$ cat src/rtl/tanh_host_sequencer.sv
// ---------------------------------------------------------------------------
// tanh_host_sequencer
//
// Host-side initiator for the tanh accelerator controller. A job loads
// num_samples input words into the input SRAM, pulses RUN, follows the
// BUSY handshake, then reads the result SRAM back and streams it out.
//
// Ports
//   clock, reset           rising-edge clock, asynchronous active-high reset
//   start, num_samples     job request and length (1..2^ADDR_W), IDLE only
//   in_valid/in_ready/in_data     input sample stream (accepted in LOAD)
//   mem_in_we/addr/wdata          input SRAM write port
//   RUN, BUSY                     controller start pulse / busy flag
//   mem_out_re/addr, mem_out_rdata result SRAM read port (1-cycle latency)
//   out_valid/out_ready/out_data/out_last  result stream
//   active, done, err             status: not-IDLE, job-complete pulse,
//                                 sticky error
// ---------------------------------------------------------------------------
module tanh_host_sequencer #(
    parameter int DATA_W  = 16,
    parameter int ADDR_W  = 12,
    parameter int TIMEOUT = 64
) (
    input  logic              clock,
    input  logic              reset,
    input  logic              start,
    input  logic [ADDR_W:0]   num_samples,
    input  logic              in_valid,
    output logic              in_ready,
    input  logic [DATA_W-1:0] in_data,
    output logic              mem_in_we,
    output logic [ADDR_W-1:0] mem_in_addr,
    output logic [DATA_W-1:0] mem_in_wdata,
    output logic              RUN,
    input  logic              BUSY,
    output logic              mem_out_re,
    output logic [ADDR_W-1:0] mem_out_addr,
    input  logic [DATA_W-1:0] mem_out_rdata,
    output logic              out_valid,
    input  logic              out_ready,
    output logic [DATA_W-1:0] out_data,
    output logic              out_last,
    output logic              active,
    output logic              done,
    output logic              err
);

    localparam int              TW     = $clog2(TIMEOUT + 1);
    localparam logic [TW-1:0]   T_LAST = TW'(TIMEOUT - 1);
    localparam logic [TW-1:0]   T_ONE  = TW'(1);
    localparam logic [ADDR_W:0] MAX_N  = {1'b1, {ADDR_W{1'b0}}};

    typedef enum logic [2:0] {
        IDLE,
        LOAD,
        KICK,
        WAIT_BUSY,
        RUNNING,
        DRAIN
    } state_t;

    state_t                 state_q, state_d;
    logic [ADDR_W:0]        n_q, n_d;
    logic [ADDR_W:0]        wcnt_q, wcnt_d;
    logic [ADDR_W:0]        rcnt_q, rcnt_d;
    logic [TW-1:0]          tcnt_q, tcnt_d;
    logic                   err_q, err_d;

    // Two-entry result FIFO plus one read in flight from the SRAM.
    logic [1:0][DATA_W-1:0] fifo_data_q;
    logic [1:0]             fifo_last_q;
    logic                   head_q;
    logic [1:0]             count_q;
    logic                   infl_q;
    logic                   infl_last_q;

    logic                   num_ok;
    logic [ADDR_W:0]        n_last;
    logic                   pop;
    logic                   head_last;
    logic                   tail;
    logic [2:0]             pending;
    logic                   rd_issue;

    assign num_ok    = (num_samples != '0) && (num_samples <= MAX_N);
    assign n_last    = n_q - 1'b1;
    assign head_last = fifo_last_q[head_q];
    assign tail      = head_q ^ count_q[0];

    assign out_valid = (count_q != 2'd0);
    assign out_data  = out_valid ? fifo_data_q[head_q] : '0;
    assign out_last  = out_valid & head_last;
    assign pop       = out_valid & out_ready;

    // Slots still claimed once this cycle's pop leaves; counting the pop
    // lets a new read go out every cycle while the consumer keeps up.
    assign pending  = {1'b0, count_q} + {2'b00, infl_q} - {2'b00, pop};
    assign rd_issue = (state_q == DRAIN) && (rcnt_q < n_q) && (pending < 3'd2);

    assign active = (state_q != IDLE);
    assign err    = err_q;

    // Next-state and handshake decode. tcnt holds the number of cycles
    // elapsed since the RUN cycle, so err lands exactly TIMEOUT cycles later.
    always_comb begin
        state_d      = state_q;
        n_d          = n_q;
        wcnt_d       = wcnt_q;
        rcnt_d       = rcnt_q;
        tcnt_d       = tcnt_q;
        err_d        = err_q;
        in_ready     = 1'b0;
        mem_in_we    = 1'b0;
        mem_in_addr  = '0;
        mem_in_wdata = '0;
        RUN          = 1'b0;
        mem_out_re   = 1'b0;
        mem_out_addr = '0;
        done         = 1'b0;

        case (state_q)
            IDLE: begin
                if (start) begin
                    if (num_ok) begin
                        n_d     = num_samples;
                        wcnt_d  = '0;
                        rcnt_d  = '0;
                        err_d   = 1'b0;
                        state_d = LOAD;
                    end else begin
                        err_d = 1'b1;
                    end
                end
            end
            LOAD: begin
                in_ready = 1'b1;
                if (in_valid) begin
                    mem_in_we    = 1'b1;
                    mem_in_addr  = wcnt_q[ADDR_W-1:0];
                    mem_in_wdata = in_data;
                    wcnt_d       = wcnt_q + 1'b1;
                    if (wcnt_q == n_last) begin
                        state_d = KICK;
                    end
                end
            end
            KICK: begin
                RUN     = 1'b1;
                tcnt_d  = T_ONE;
                state_d = WAIT_BUSY;
            end
            WAIT_BUSY: begin
                if (BUSY) begin
                    state_d = RUNNING;
                end else if (tcnt_q == T_LAST) begin
                    err_d   = 1'b1;
                    state_d = IDLE;
                end else begin
                    tcnt_d = tcnt_q + 1'b1;
                end
            end
            RUNNING: begin
                if (!BUSY) begin
                    rcnt_d  = '0;
                    state_d = DRAIN;
                end
            end
            DRAIN: begin
                if (rd_issue) begin
                    mem_out_re   = 1'b1;
                    mem_out_addr = rcnt_q[ADDR_W-1:0];
                    rcnt_d       = rcnt_q + 1'b1;
                end
                if (pop && head_last) begin
                    done    = 1'b1;
                    state_d = IDLE;
                end
            end
            default: state_d = IDLE;
        endcase
    end

    // State, counters and result FIFO. Read data returns the cycle after
    // mem_out_re and is written at the tail in that cycle.
    always_ff @(posedge clock or posedge reset) begin
        if (reset) begin
            state_q     <= IDLE;
            n_q         <= '0;
            wcnt_q      <= '0;
            rcnt_q      <= '0;
            tcnt_q      <= '0;
            err_q       <= 1'b0;
            fifo_data_q <= '0;
            fifo_last_q <= '0;
            head_q      <= 1'b0;
            count_q     <= 2'd0;
            infl_q      <= 1'b0;
            infl_last_q <= 1'b0;
        end else begin
            state_q     <= state_d;
            n_q         <= n_d;
            wcnt_q      <= wcnt_d;
            rcnt_q      <= rcnt_d;
            tcnt_q      <= tcnt_d;
            err_q       <= err_d;
            infl_q      <= rd_issue;
            infl_last_q <= rd_issue && (rcnt_q == n_last);
            if (infl_q) begin
                fifo_data_q[tail] <= mem_out_rdata;
                fifo_last_q[tail] <= infl_last_q;
            end
            if (pop) begin
                head_q <= ~head_q;
            end
            count_q <= count_q + {1'b0, infl_q} - {1'b0, pop};
        end
    end

endmodule

$ cat config.mk
export PLATFORM = sky130hd
export DESIGN_NAME = tanh_host_sequencer
export DESIGN_NICKNAME = d
export VERILOG_FILES = /design/src/rtl/tanh_host_sequencer.sv
export SDC_FILE = /design/constraint.sdc
export NUM_CORES = 1
export LEC_CHECK = 0
export ABC_AREA = 1
export BUFFER_PORTS_ARGS = -buffer_cell sky130_fd_sc_hd__buf_2
export CORE_MARGIN = 1
export CORE_UTILIZATION = 50
export CTS_CLUSTER_SIZE = 10
export DETAILED_ROUTE_END_ITERATION = 7
export PLACE_DENSITY = 0.74
export SYNTH_ARGS = -nofsm -noshare
export SYNTH_HDL_FRONTEND = slang
export SYNTH_SLANG_ARGS = --single-unit
$ cat constraint.sdc
create_clock -name clock -period 3.2 [get_ports clock]
set_input_delay 0.64 -clock clock [delete_from_list [all_inputs] [get_ports clock]]
set_output_delay 0.64 -clock clock [all_outputs]
set_load 0.02 [all_outputs]
Word level (Yosys, flattened, before mapping)
Index checks and enable logic that the tools add are counted.

storage, ports and cells
  bits in registers = 89
  word-level logic and storage cells = 119
  latch bits = 0
  memories = 0
  bits in read-only memories = 0
  RAM bits = 0
  output and inout bits = 65
  input port bits = 51

cells by class
  mux-type cells = 49
  multiply operators = 0
  div/mod/pow operators = 0
  reduce and logical (&&, ||, !) cells = 20
  magnitude comparators = 6
  shift operators = 0
  $add $sub $neg = 8
  bitwise operators = 4
  equal/unequal tests = 19

operators by type and width
  cell                   count
  $mux 16                6
  $mux 13                5
  $mux 12                4
  $pmux 13 s3            1
  $bwmux 32              1
  $add 13x1->13 const B  2
  $eq 13x13->1           2
  $pmux 13 s2            1
  $mux 3                 8
  $ne 2x2->1 const B     9
  $pmux 3 s6             1
  $demux 16 s1           1
  $mux 1                 15
  $mux 7                 2
  $pmux 7 s2             1
  $le 13x13->1 const B   1
  $lt 13x13->1           1
  $reduce_bool 13->1     1
  $sub 13x1->13 const B  1
  $reduce_and 4->1       2
  $reduce_bool 2->1      4
  $add 7x1->7 const B    1
  $eq 7x6->1 const B     1
  $reduce_and 7->1       1
  other kinds (23)       34

Longest topological paths before layout
  depth in word-level cells = 7
  depth in mapped cells = 17
  depth with buffers taken out = 16

Worst setup path before layout
OpenSTA, ideal clock, no wires.

  path type = input -> output
  from = input port out_ready
  to = output port mem_out_addr[10]
  required time = 2560 ps
  path slack = -169 ps
  data arrival time = 2729 ps
  path buffers = 1
  stages on the path = 14
  cell sequence = inv_1 nor2_1 ha_1 inv_1 ha_1 fa_1 nor2_1 nand3_1 nor2_1 o21ai_1 a21oi_2 inv_2 clkbuf_1 nor2_1

on the way
  cells in the longest elaborated chain, start to end = 6

ends and longest elaborated chain
  element            line  text
  start, declared    40    input logic out_ready,
  $and 1x1->1        93    assign pop = out_valid & out_ready;
  net pop            79    logic pop;
  $sub 3x1->3        97    assign pending = {1'b0, count_q} + {2'b00, infl_q} - {2'b00, pop};
  net pending[1]     82    logic [2:0] pending;
  $lt 3x2->1         98    assign rd_issue = (state_q == DRAIN) && (rcnt_q < n_q) && (pending < 3'd2);
  $logic_and 1x1->1  98
  net rd_issue       83    logic rd_issue;
  $mux 12            169   if (rd_issue) begin
  $mux 12            121   case (state_q)
  end, declared      37    output logic [ADDR_W-1:0] mem_out_addr,

The timed path passes the listed nets, and every way through them passes these cells.

Worst setup path after layout
  from = register count_q[0]
  to = output port mem_out_addr[11]

on the way
  cells in the longest elaborated chain, start to end = 7
  elaborated cells on any way between the ends = 8
  classes of those cells = add/sub: 2; order compare: 1; mux: 2; bitwise: 1; reduce/logical: 2

ends and longest elaborated chain
  element                 line  text
  start, declared         73    logic [1:0] count_q;
  start signal, assigned  215   count_q <= count_q + {1'b0, infl_q} - {1'b0, pop};
  $reduce_bool 2->1       90    assign out_valid = (count_q != 2'd0);
  $and 1x1->1             93
  net pop                 79
  $sub 3x1->3             97
  net pending[1]          82
  $lt 3x2->1              98
  $logic_and 1x1->1       98
  net rd_issue            83
  $mux 12                 169
  $mux 12                 121

The timed path passes the listed nets, and every way through them passes these cells.

==> out/metrics.csv <==
stage,metric,value,unit
timing,final setup margin,-348,ps
global_routing,largest net degree at the start of global routing,43,
placed_design,RD Place Congestion,0.936,
clocking,clock slew at reported path FFs,70,ps
outcome,run status,"finished, violations left",
timing,Clock Skew,8.55,ps
die,die height,109,um
pwr,pwr dens,806,nW/um^2
job,Max-Cap Viols,0,
die,Core Area,11000,um^2
finish,Final nets,998,
clocking,CTS tree,done,
yosys,ys async rst share,1.00,
global_routing,initial antenna violation count,0,
yosys,YS warnings,0,
die,Die ar.,12000,um^2
outcome,failing checks,setup timing,
yosys,Gate Count Post-Synth,794,
min_path,Hold Crit Class,primary input to async pin,
route,1st-pass router iterations,6,
clocking,hold_buf cts,0,
finish,utilization after layout,0.648,
yosys,mux cell area share after synthesis,0.0332,
die,Initial Utilization,0.523,
yosys,largest family of logic cells by synthesized area,simple AND/OR/NAND/NOR gates,
die,I/O pin cnt,116,
pwr,Leak,3.48,nW
timing,clock period minus worst slack,3550,ps
finish,Area growth syn-to-layout,23.8,%
yosys,Cell variety after synth,39,
route,post-DR wirelength/cell,14.3,um
route,DRT Wirelength,15.3,mm
yosys,Post-Synth Simple-Gate Area,0.312,
timing,Max Slew Vio Count,0,
critical_path,Critical Path Sink Type,primary output,
yosys,post-synthesis compound-gate area fraction,0.103,
timing,final worst-path cycle share,1.11,
route,post-route antenna net violation count,0,
global_routing,GR Util All Layers,0.273,
route,First DRT Iteration DRCs,486,
yosys,ys flop type,dfrtp_1,
critical_path,maximum fanout along the worst path,13,
die,row count,38,
global_routing,first-pass GRT wire length,25.0,mm
global_routing,GRT Residual Overflow,0,
clocking,Clock Path Buffers,2,
critical_path,worst path arrival time,2910,ps
route,routed vias,5693,
critical_path,Worst setup SP type,flop,
route,vias per inst,5.31,
timing,Final Hold Viols,0,
pwr,maximum vdd ir drop,0.000590,V
clocking,total CTS buffers,9,
clocking,latest clock arrival within the worst-skew pair,350,ps
yosys,syn avg cell area,7.27,um^2
yosys,Post-Synth Adder-Cell Area,0.0447,
timing,unrepaired setup endpoints after global routing,yes,
timing,final setup violating endpoints,13,
timing,worst slew pin tran,778,ps
yosys,"Cell Area, Synth",5770,um^2
finish,diodes inserted,0,
route,DRC errors left,0,
timing,Highest Clock Rate,282,MHz
timing,hold_ws,403,ps
yosys,post-synth top area cell,dfrtp_1,
timing,TNS Setup,-4210,ps
clocking,CTS sink cnt,89,
yosys,xor and xnor fraction of the mapped netlist area,0.0410,
yosys,"flops & latches, synth",89,
pwr,PnR Total Power,5.75,mW
placed_design,PortBufs,115,
clocking,Root Buffer,clkbuf_16,
yosys,share of the synthesized area in the top cell type,0.386,
placed_design,Final HPWL DP,11.4,mm
placed_design,pre-CTS WS,-335,ps
critical_path,Required @ worst endpoint,2560,ps
yosys,largest cells by area after synthesis,"dfrtp_1 39%, nand2_1 12%, nor2_1 7.7%, nand3_1 5.8%, inv_1 4.9%",
clocking,H-tree depth,3,
timing,slew margin rel.,0.481,
yosys,register area share after synthesis,0.386,
critical_path,crit path kind,flop to primary output,
global_routing,vias in the first global route,5292,
yosys,Mapped Nets,865,
yosys,Post-synth EDFFs,0,
die,Die Wd,109,um
finish,share of cells above drive strength 1,0.260,
final timing paths:
kind	from	to	slack, ps	cells past startpoint
setup / recovery	count_q[0]	mem_out_addr[11]	-350	15
hold / removal	reset	n_q[11]	400	2
setup reg to reg	count_q[0]	rcnt_q[1]	330	17
hold reg to reg	infl_last_q	fifo_last_q[1]	490	2
max in group asynchronous	reset	fifo_data_q[20]	2070	3
min in group clock	infl_last_q	fifo_last_q[1]	490	2
cell families (layout without fill, tap and decap cells):
logic type,count (synthesis),after routing
and+or+nand+nor,422,422
DFF,89,89
buffers and inverters,113,251
muxes,17,17
AOI/OAI and AO/OA,106,106
adders and majority gates,20,20
xor gates and xnor gates,27,27
state kept, by name, indices dropped and copies added, names as in the netlist:
| register | count |
|---|---|
| tcnt_q | 7 |
| fifo_data_q | 32 |
| n_q | 13 |
| fifo_last_q | 2 |
| head_q | 1 |
| infl_q | 1 |
| count_q | 2 |
| rcnt_q | 13 |
| wcnt_q | 13 |
| err | 1 |
| infl_last_q | 1 |
| state_q | 3 |
cells in the mapped netlist (2+ instances only):
cell,count
a211oi_1,2
a21oi_1,29
a21oi_2,2
buf_2,8
buf_6,3
clkbuf_1,13
dfrtp_1,89
ha_1,19
inv_1,76
inv_2,10
mux2_2,17
nand2_1,189
nand2_2,4
nand3_1,67
nand3b_1,3
nand4_1,10
nor2_1,118
nor2_2,6
nor2_4,2
nor3_1,15
nor4_1,4
o211ai_1,2
o21ai_0,49
o21ai_1,9
o21ai_2,9
xnor2_1,6
xor2_1,21
timing repair:
item | CTS | global route
setup endpoints to repair | 13 | 14
resized for setup | 32 | 9
pin swaps | 0 | 1
buffers inserted | 14 | 0
hold endpoints to repair | 0 | 0
critical path, cell delays in order (launching register included):
cell     delay, ps
dfrtp_1        380
nor2_2         140
nor2_2          50
ha_1           260
inv_1           40
ha_2           170
fa_1           470
nor2_2         100
nand3_1         90
nor2_2         120
o21ai_2         80
a21oi_2        180
inv_2           70
buf_12         170
nor2_2         100
buf_6          120
report_power, final:
part	internal (mW)	leakage, nW	switching, mW
Clock	0.569	0.139	0.444
Sequential	1.48	1.09	0.297
Combinational	1.05	2.25	1.92
layout by cell type, fill, tap and decap left out, drive strengths merged:
master,n
a31oi,1
xnor2,6
inv,86
nor4,4
fa,1
ha,19
buf,148
o22ai,2
xor2,21
or2,1
clkinvlp,1
a211oi,2
nand2,194
o211ai,2
nor2,126
a21oi,31
clkbuf,12
o21ai,67
dfrtp,89
nand3b,3
nand4,10
nor3,16
a221oi,1
nand3,68
mux2,17
clkinv,4
routing by layer:
metal,part of all wire,global-route usage,vias to the layer above
met5,0,0,-
met2,0.45,0.437,212
met3,0.058,0.0368,35
met1,0.45,0.359,2604
met4,0.037,0.145,0
li1,-,-,2842
stage by stage:
| step | std cells | instance area [um^2] |
|---|---|---|
| final | 1072 | 7140 |
| after global placement | 1043 | 6630 |
| after global routing | 1072 | 7140 |
| after floorplan | 794 | 5860 |
| after detailed placement | 1043 | 6630 |
| after CTS | 1073 | 7120 |
layout make-up:
class                      instances  area, um^2
clock buffer                      12         256
clock inverter                     4        26.3
fill                            1008        3890
inverter                          87         329
multi-input combinational        592        3210
sequential                        89        2230
tap                              140         175
timing repair buffer             148         923
Note: power is estimated with default switching activity, not from simulation.
